--- config.mk ---
export PLATFORM = sky130hd
export DESIGN_NAME = rom_search_arbiter_flat
export DESIGN_NICKNAME = d
export VERILOG_FILES = /design/src/rtl/rom_search_arbiter_pkg.sv /design/src/rtl/rom_search_arbiter_if.sv /design/src/rtl/rom_search_arbiter_rr.sv /design/src/rtl/rom_search_arbiter.sv /design/src/flat_wrapper.sv
export SDC_FILE = /design/constraint.sdc
export NUM_CORES = 1
export LEC_CHECK = 0
export CAP_MARGIN = 20
export CORE_MARGIN = 2
export CORE_UTILIZATION = 57
export CTS_CLUSTER_SIZE = 20
export DETAILED_ROUTE_END_ITERATION = 10
export DONT_BUFFER_PORTS = 1
export GPL_TIMING_DRIVEN = 0
export PLACE_DENSITY = 0.82
export SLEW_MARGIN = 20
export SYNTH_ARGS = -nofsm -noshare
export SYNTH_HDL_FRONTEND = slang
export SYNTH_SLANG_ARGS = --single-unit
--- constraint.sdc ---
create_clock -name clk -period 7 [get_ports clk]
set_input_delay 0.7 -clock clk [delete_from_list [all_inputs] [get_ports clk]]
set_output_delay 0.7 -clock clk [all_outputs]
set_load 0.05 [all_outputs]
--- src/rtl/rom_search_arbiter_pkg.sv ---
`default_nettype none
// ============================================================================
// rom_search_pkg : opcodes, FSM states and default widths for rom_search_arbiter
// Revision: 1.0
// ============================================================================
package rom_search_pkg;

  localparam int DEF_ADDR_W = 8;
  localparam int DEF_DATA_W = 16;

  localparam logic [1:0] OP_MAX   = 2'b00;
  localparam logic [1:0] OP_MIN   = 2'b01;
  localparam logic [1:0] OP_MATCH = 2'b10;

  typedef enum logic [1:0] {
    ST_IDLE  = 2'd0,
    ST_SCAN  = 2'd1,
    ST_DRAIN = 2'd2,
    ST_DONE  = 2'd3
  } state_t;

endpackage
`default_nettype wire

--- src/rtl/rom_search_arbiter_if.sv ---
`default_nettype none
// ============================================================================
// rom_search_arbiter_if : requester-side job bus of the ROM search arbiter
// Revision: 1.0
// ============================================================================
interface rom_search_arbiter_if #(
  parameter int ADDR_W = rom_search_pkg::DEF_ADDR_W,
  parameter int DATA_W = rom_search_pkg::DEF_DATA_W
);
  logic [1:0]        req;
  logic [1:0]        op0;
  logic [1:0]        op1;
  logic [DATA_W-1:0] key0;
  logic [DATA_W-1:0] key1;
  logic [1:0]        grant;
  logic              busy;
  logic [1:0]        done;
  logic [ADDR_W-1:0] result_addr;
  logic [DATA_W-1:0] result_data;
  logic              found;
  logic              err;

  modport master (
    output req, op0, op1, key0, key1,
    input  grant, busy, done, result_addr, result_data, found, err
  );

  modport slave (
    input  req, op0, op1, key0, key1,
    output grant, busy, done, result_addr, result_data, found, err
  );
endinterface
`default_nettype wire

--- src/rtl/rom_search_arbiter_rr.sv ---
`default_nettype none
// ============================================================================
// rr_arbiter_2 : combinational two-way round-robin pick, one-hot grant
// Revision: 1.0
// ============================================================================
module rr_arbiter_2 (
  input  logic [1:0] req,
  input  logic       last,
  output logic [1:0] grant
);

  always_comb begin
    grant = 2'b00;
    case (req)
      2'b01:   grant = 2'b01;
      2'b10:   grant = 2'b10;
      // On a tie the requester not served last wins
      2'b11:   grant = last ? 2'b01 : 2'b10;
      default: grant = 2'b00;
    endcase
  end

endmodule
`default_nettype wire

--- src/rtl/rom_search_arbiter.sv ---
`default_nettype none
// ============================================================================
// rom_search_arbiter : shares one sync-read ROM between two requesters and runs
// MAX / MIN / MATCH full-table searches. Optional MIN: `ROM_SEARCH_MIN_EN.
// Revision: 1.0
// ============================================================================
module rom_search_arbiter
  import rom_search_pkg::*;
#(
  parameter int ADDR_W = DEF_ADDR_W,
  parameter int DATA_W = DEF_DATA_W
) (
  input  logic              clk,
  input  logic              rst_a_p,
  rom_search_arbiter_if.slave bus,
  output logic [ADDR_W-1:0] rom_addr,
  input  logic [DATA_W-1:0] rom_data
);

  function automatic logic op_legal(input logic [1:0] op);
`ifdef ROM_SEARCH_MIN_EN
    return (op == OP_MAX) || (op == OP_MIN) || (op == OP_MATCH);
`else
    return (op == OP_MAX) || (op == OP_MATCH);
`endif
  endfunction

  state_t            state_q, state_d;
  logic              id_q, id_d;
  logic [1:0]        op_q, op_d;
  logic [DATA_W-1:0] key_q, key_d;
  logic              last_q, last_d;
  logic [ADDR_W-1:0] cnt_q, cnt_d;
  logic              rd_valid_q, rd_valid_d;
  logic [ADDR_W-1:0] rd_addr_q, rd_addr_d;
  logic [DATA_W-1:0] best_q, best_d;
  logic [ADDR_W-1:0] best_addr_q, best_addr_d;
  logic [ADDR_W-1:0] res_addr_q, res_addr_d;
  logic [DATA_W-1:0] res_data_q, res_data_d;
  logic              found_q, found_d;
  logic              err_q, err_d;

  logic [1:0]        pick;
  logic              sel_id;
  logic [1:0]        sel_op;
  logic [DATA_W-1:0] sel_key;
  logic              better, hit, upd;
  logic [DATA_W-1:0] best_nxt;
  logic [ADDR_W-1:0] best_addr_nxt;
  logic [1:0]        id_onehot;

  rr_arbiter_2 u_arb (
    .req   (bus.req),
    .last  (last_q),
    .grant (pick)
  );

  assign sel_id  = pick[1];
  assign sel_op  = sel_id ? bus.op1  : bus.op0;
  assign sel_key = sel_id ? bus.key1 : bus.key0;

  // Compare stage: rom_data belongs to rd_addr_q, issued one cycle earlier
  always_comb begin
`ifdef ROM_SEARCH_MIN_EN
    better = (op_q == OP_MIN) ? (rom_data < best_q) : (rom_data > best_q);
`else
    better = (rom_data > best_q);
`endif
    hit           = rd_valid_q && (op_q == OP_MATCH) && (rom_data == key_q);
    upd           = rd_valid_q && (op_q != OP_MATCH) && ((rd_addr_q == '0) || better);
    best_nxt      = upd ? rom_data  : best_q;
    best_addr_nxt = upd ? rd_addr_q : best_addr_q;
  end

  always_comb begin
    state_d     = state_q;
    id_d        = id_q;
    op_d        = op_q;
    key_d       = key_q;
    last_d      = last_q;
    cnt_d       = cnt_q;
    rd_valid_d  = 1'b0;
    rd_addr_d   = rd_addr_q;
    best_d      = best_nxt;
    best_addr_d = best_addr_nxt;
    res_addr_d  = res_addr_q;
    res_data_d  = res_data_q;
    found_d     = found_q;
    err_d       = err_q;

    case (state_q)
      ST_IDLE: begin
        if (|bus.req) begin
          id_d  = sel_id;
          op_d  = sel_op;
          key_d = sel_key;
          if (op_legal(sel_op)) begin
            state_d = ST_SCAN;
            cnt_d   = '0;
          end else begin
            state_d = ST_DONE;
            err_d   = 1'b1;
            found_d = 1'b0;
          end
        end
      end
      ST_SCAN: begin
        rd_valid_d = 1'b1;
        rd_addr_d  = cnt_q;
        if (cnt_q == {ADDR_W{1'b1}}) begin
          state_d = ST_DRAIN;
        end else begin
          cnt_d = cnt_q + 1'b1;
        end
      end
      ST_DRAIN: begin
        state_d = ST_DONE;
        err_d   = 1'b0;
        if (op_q == OP_MATCH) begin
          found_d    = 1'b0;
          res_addr_d = '0;
          res_data_d = '0;
        end else begin
          found_d    = 1'b1;
          res_addr_d = best_addr_nxt;
          res_data_d = best_nxt;
        end
      end
      ST_DONE: begin
        last_d  = id_q;
        state_d = ST_IDLE;
      end
      default: state_d = ST_IDLE;
    endcase

    // A MATCH hit aborts the scan; the read in flight is dropped
    if (hit) begin
      state_d    = ST_DONE;
      cnt_d      = cnt_q;
      rd_valid_d = 1'b0;
      res_addr_d = rd_addr_q;
      res_data_d = rom_data;
      found_d    = 1'b1;
      err_d      = 1'b0;
    end
  end

  always_ff @(posedge clk) begin
    if (rst_a_p) begin
      state_q     <= ST_IDLE;
      id_q        <= 1'b0;
      op_q        <= 2'b00;
      key_q       <= '0;
      last_q      <= 1'b1;
      cnt_q       <= '0;
      rd_valid_q  <= 1'b0;
      rd_addr_q   <= '0;
      best_q      <= '0;
      best_addr_q <= '0;
      res_addr_q  <= '0;
      res_data_q  <= '0;
      found_q     <= 1'b0;
      err_q       <= 1'b0;
    end else begin
      state_q     <= state_d;
      id_q        <= id_d;
      op_q        <= op_d;
      key_q       <= key_d;
      last_q      <= last_d;
      cnt_q       <= cnt_d;
      rd_valid_q  <= rd_valid_d;
      rd_addr_q   <= rd_addr_d;
      best_q      <= best_d;
      best_addr_q <= best_addr_d;
      res_addr_q  <= res_addr_d;
      res_data_q  <= res_data_d;
      found_q     <= found_d;
      err_q       <= err_d;
    end
  end

  assign id_onehot       = id_q ? 2'b10 : 2'b01;
  assign rom_addr        = cnt_q;
  assign bus.busy        = (state_q != ST_IDLE);
  assign bus.grant       = (state_q != ST_IDLE) ? id_onehot : 2'b00;
  assign bus.done        = (state_q == ST_DONE) ? id_onehot : 2'b00;
  assign bus.result_addr = res_addr_q;
  assign bus.result_data = res_data_q;
  assign bus.found       = found_q;
  assign bus.err         = err_q;

endmodule
`default_nettype wire
--- src/flat_wrapper.sv ---
// flat-port wrapper written by rule: the top's interface ports become plain ports
module rom_search_arbiter_flat import rom_search_pkg::*;
#(
  parameter int ADDR_W = DEF_ADDR_W,
  parameter int DATA_W = DEF_DATA_W
)
  (clk, rst_a_p, rom_addr, rom_data, bus_req, bus_op0, bus_op1, bus_key0, bus_key1, bus_grant, bus_busy, bus_done, bus_result_addr, bus_result_data, bus_found, bus_err);
  rom_search_arbiter_if #(.ADDR_W(ADDR_W), .DATA_W(DATA_W)) bus_i ();
  input  logic clk;
  input  logic rst_a_p;
  output logic [ADDR_W-1:0] rom_addr;
  input  logic [DATA_W-1:0] rom_data;
  input wire logic [$bits(bus_i.req)-1:0] bus_req;
  input wire logic [$bits(bus_i.op0)-1:0] bus_op0;
  input wire logic [$bits(bus_i.op1)-1:0] bus_op1;
  input wire logic [$bits(bus_i.key0)-1:0] bus_key0;
  input wire logic [$bits(bus_i.key1)-1:0] bus_key1;
  output wire logic [$bits(bus_i.grant)-1:0] bus_grant;
  output wire logic [$bits(bus_i.busy)-1:0] bus_busy;
  output wire logic [$bits(bus_i.done)-1:0] bus_done;
  output wire logic [$bits(bus_i.result_addr)-1:0] bus_result_addr;
  output wire logic [$bits(bus_i.result_data)-1:0] bus_result_data;
  output wire logic [$bits(bus_i.found)-1:0] bus_found;
  output wire logic [$bits(bus_i.err)-1:0] bus_err;
  assign bus_i.req = bus_req;
  assign bus_i.op0 = bus_op0;
  assign bus_i.op1 = bus_op1;
  assign bus_i.key0 = bus_key0;
  assign bus_i.key1 = bus_key1;
  assign bus_grant = bus_i.grant;
  assign bus_busy = bus_i.busy;
  assign bus_done = bus_i.done;
  assign bus_result_addr = bus_i.result_addr;
  assign bus_result_data = bus_i.result_data;
  assign bus_found = bus_i.found;
  assign bus_err = bus_i.err;
  rom_search_arbiter #(.ADDR_W(ADDR_W), .DATA_W(DATA_W)) u_core (.clk(clk), .rst_a_p(rst_a_p), .bus(bus_i), .rom_addr(rom_addr), .rom_data(rom_data));
endmodule
==> flow_summary.toml <==
[status]
status = "completed"

[layout]
layout.nets = 576
multi_input_area_um2 = 2510
fillers = 645
antenna_cells = 0
area_growth_pct = 7.32
stdcell_count = 606
drive_above_1_share = 0.0536
fin_util = 0.630
regArea_um2 = 1780

[setup_path]
end_kind = "flop"
rr_endpoint = "u_core.bus.result_data[15]$_SDFFE_PP0P_"
critPathKind = "flop to flop"
crit_fanout = 10
reg2reg_slack_ns = 4.19
crit_slowest_cell = "a2111o_1"
arrival_ns = 3.04
crit_family = "compound AO/OA/AOI/OAI gates"
reg2reg_from = "u_core.best_q[11]$_SDFF_PP0_"
reg2reg_depth = 9
path_depth = 9
critPathLaunchType = "flop"
critPathRequiredTime_ns = 7.23
worstPathCellList = "inv_1, ha_1, nand2_1, or3_4, a2111o_1, a31oi_4, buf_8, mux2i_1, o22ai_1"
critPathMaxStageDelay_ns = 0.43
path_buf_inv = 2

[clock_tree]
clock-sinks = 89
cts_buffers = 9
ctsHoldBuffers = 0
clock_path_buffers = 2
clock_latency_ns = 0.36
root_buffer = "clkbuf_8"
htree_levels = 3
post_cts_buffers = 0
clk_pin_slew_ns = 0.09
cts_tree = "done"
post_cts_resized = 0

[drt]
drc_errors = 0
avgRoutedWirePerCell_um = 18.2
via_count = 3726
first_pass_iters = 5
drt-total-wl_um = 11000
via_per_inst = 6.15
ant_nets = 0
drtIter0Drc = 179

[sta]
fin_crit_ns = 2.81
fin_crit_sh = 0.402
slew_violations = 0
fmax_ghz = 0.356
finalHoldViolCount = 0
setup_viol = 0
worst_pin_slew_ns = 1.02
clock_skew_ns = 0.0113
maxSlewHeadroom = 0.308
rsz0062_at_grt = "false"
hold_ws_ns = 0.474
tns_ns = 0

[logic_synthesis]
yosysMostFrequentCell = "dfxtp_1"
synth_seq_cells = 89
ys_warn_count = 0
synth-compound-area-share = 0.139
synth_edf_count = 0
ys_top_cells_by_area = "dfxtp_1 (39%), mux2i_1 (16%), ha_1 (5.8%)"
yosys-mux-area-fraction = 0.164
yosysTopAreaCellShare = 0.395
syn_avg_cell_area_um2 = 9.25
synth_nets = 565
synthArstFlopShare = 0
synth_top_family_by_area = "multiplexers"
ys_top_cells_by_count = "dfxtp_1 (89), mux2i_1 (74), nor2_1 (63), nor2b_1 (28), o22ai_1 (24)"
synth-simple-area-share = 0.163
yosys.area.top_type = "dfxtp_1"
synthAdderAreaFrac = 0.0582
synthesis.instances = 488
synth_cell_types = 49
netlist_area_um2 = 4510
synth.yosys.seq_area_share = 0.395
ys.flop_type = "dfxtp_1"
synth-xor-area-share = 0.0310

[min_path]
min-delay-start = "u_core.op_q[0]$_SDFFE_PP0P_"
hold_end = "u_core.op_q[0]$_SDFFE_PP0P_"
hp-class = "flop to flop"
hold_depth = 2

[pwr]
internal_power_mw = 0.930
comb_power_share = 0.320
ir_worst_vdd_uv = 263
seqPwrFrac = 0.440
p_leak_nw = 1.70
netSwitchingFraction = 0.390
p_total_mw = 1.53
power_per_cell_area_nw_per_um2 = 315
clkPwrFrac = 0.239
power.switching_mw = 0.595

[job]
cap_viol_max_count = 0

[floorplan]
die_width_um = 93.0
fp.dieArea_um2 = 8650
row_count = 32
coreArea_um2 = 7690
die_h_um = 93.0
initial_utilization = 0.587
io_pins = 95

[global_route]
antenna_found_initial = 0
grt_use_total = 0.261
grt_start_max_net_pins = 16
grt_pass1_vias = 3610
overflow = 0
grt_pass1_wl_um = 17700

[placement]
portBuffers = 0
routabilityCongestion = 0.919
post-dp-hpwl_um = 8130
placed_cells = 590
## layout make-up
cell class,count,area share
buffer,28,0.0269
clock buffer,10,0.0284
sequential,89,0.368
clock inverter,6,0.0134
tap,102,0.0263
inverter,25,0.0194
multi-input combinational,346,0.518
## power by group through the flow
stage / sequential [mW] / clock, mW / combinational [mW]
2_1_floorplan: 0.665 / 0 / 0.392
3_3_place_gp: 0.677 / 0 / 0.462
3_5_place_dp: 0.682 / 0 / 0.478
4_1_cts: 0.670 / 0.368 / 0.484
5_1_grt: 0.681 / 0.386 / 0.538
6_report: 0.671 / 0.365 / 0.489
## logic make-up (layout without fill, tap and decap cells)
group           after synthesis  after routing
simple gates                144            144
compound gates               91             91
flops                        89             89
mux                          74             74
buf+inv                      53             69
fa+ha+maj                    21             21
xor+xnor                     16             16
## per-layer routing
metal  vias up  wire length [um]  share of wire  track usage
met1      1777              4660           0.42        0.326
met4         0               203          0.018        0.110
li1       1777                 -              -            -
met5         -                 0              0            0
met2       153              5200           0.47        0.433
met3        19               951          0.086       0.0612
## worst register-to-register path, cell delays in order, from the launching register on
cell      delay (ns)
dfxtp_1         0.35
inv_1           0.05
ha_1            0.30
nand2_1         0.12
or3_4           0.41
a2111o_1        0.43
a31oi_4         0.39
buf_8           0.22
mux2i_1         0.30
o22ai_1         0.13
## layout by cell type (no fill, tap or decap), types with 3 or more instances in the layout
cell type   n
o31ai_1     5
inv_1      23
nand2_1    12
dfxtp_1    89
o22ai_1    24
nor2_1     63
nand2b_1    3
o41ai_1     4
a21oi_1    20
or4b_1      3
clkbuf_1   22
nand3_1     5
nor2b_1    28
nor4_1      8
o21ai_0     4
mux2i_1    74
or4_1       8
clkbuf_8   10
a211oi_1   18
ha_1       21
xor2_1     15
nand4_1     5
## metrics by stage
step	worst slack (ns)	area, um^2
2_1_floorplan	4.19	4510
3_3_place_gp	4.00	4640
3_5_place_dp	3.93	4640
4_1_cts	4.20	4840
5_1_grt	4.07	4840
6_report	4.19	4840
## flip-flops by register name, indices dropped and copies added, names as in the netlist
register / cells
u_core.best_q: 16
u_core.bus.result_data: 16
u_core.key_q: 16
u_core.best_addr_q: 8
u_core.bus.result_addr: 8
u_core.rd_addr_q: 8
u_core.rom_addr: 8
u_core.op_q: 2
u_core.state_q: 2
u_core.bus.err: 1
u_core.bus.found: 1
u_core.id_q: 1
u_core.last_q: 1
u_core.rd_valid_q: 1
## worst max path at each step
stage / from / end / slack [ns]
after floorplan: rom_data[11] / u_core.bus.result_data[0]$_SDFFE_PP0P_ / 4.19
after detailed placement: rom_data[11] / u_core.bus.result_data[15]$_SDFFE_PP0P_ / 3.93
after global routing: u_core.best_q[11]$_SDFF_PP0_ / u_core.bus.result_data[4]$_SDFFE_PP0P_ / 4.07
after global placement: rom_data[11] / u_core.bus.result_data[15]$_SDFFE_PP0P_ / 4.00
final: u_core.best_q[11]$_SDFF_PP0_ / u_core.bus.result_data[15]$_SDFFE_PP0P_ / 4.19
after CTS: u_core.best_q[11]$_SDFF_PP0_ / u_core.bus.result_data[15]$_SDFFE_PP0P_ / 4.20
Power figures use the tool's default switching activity.
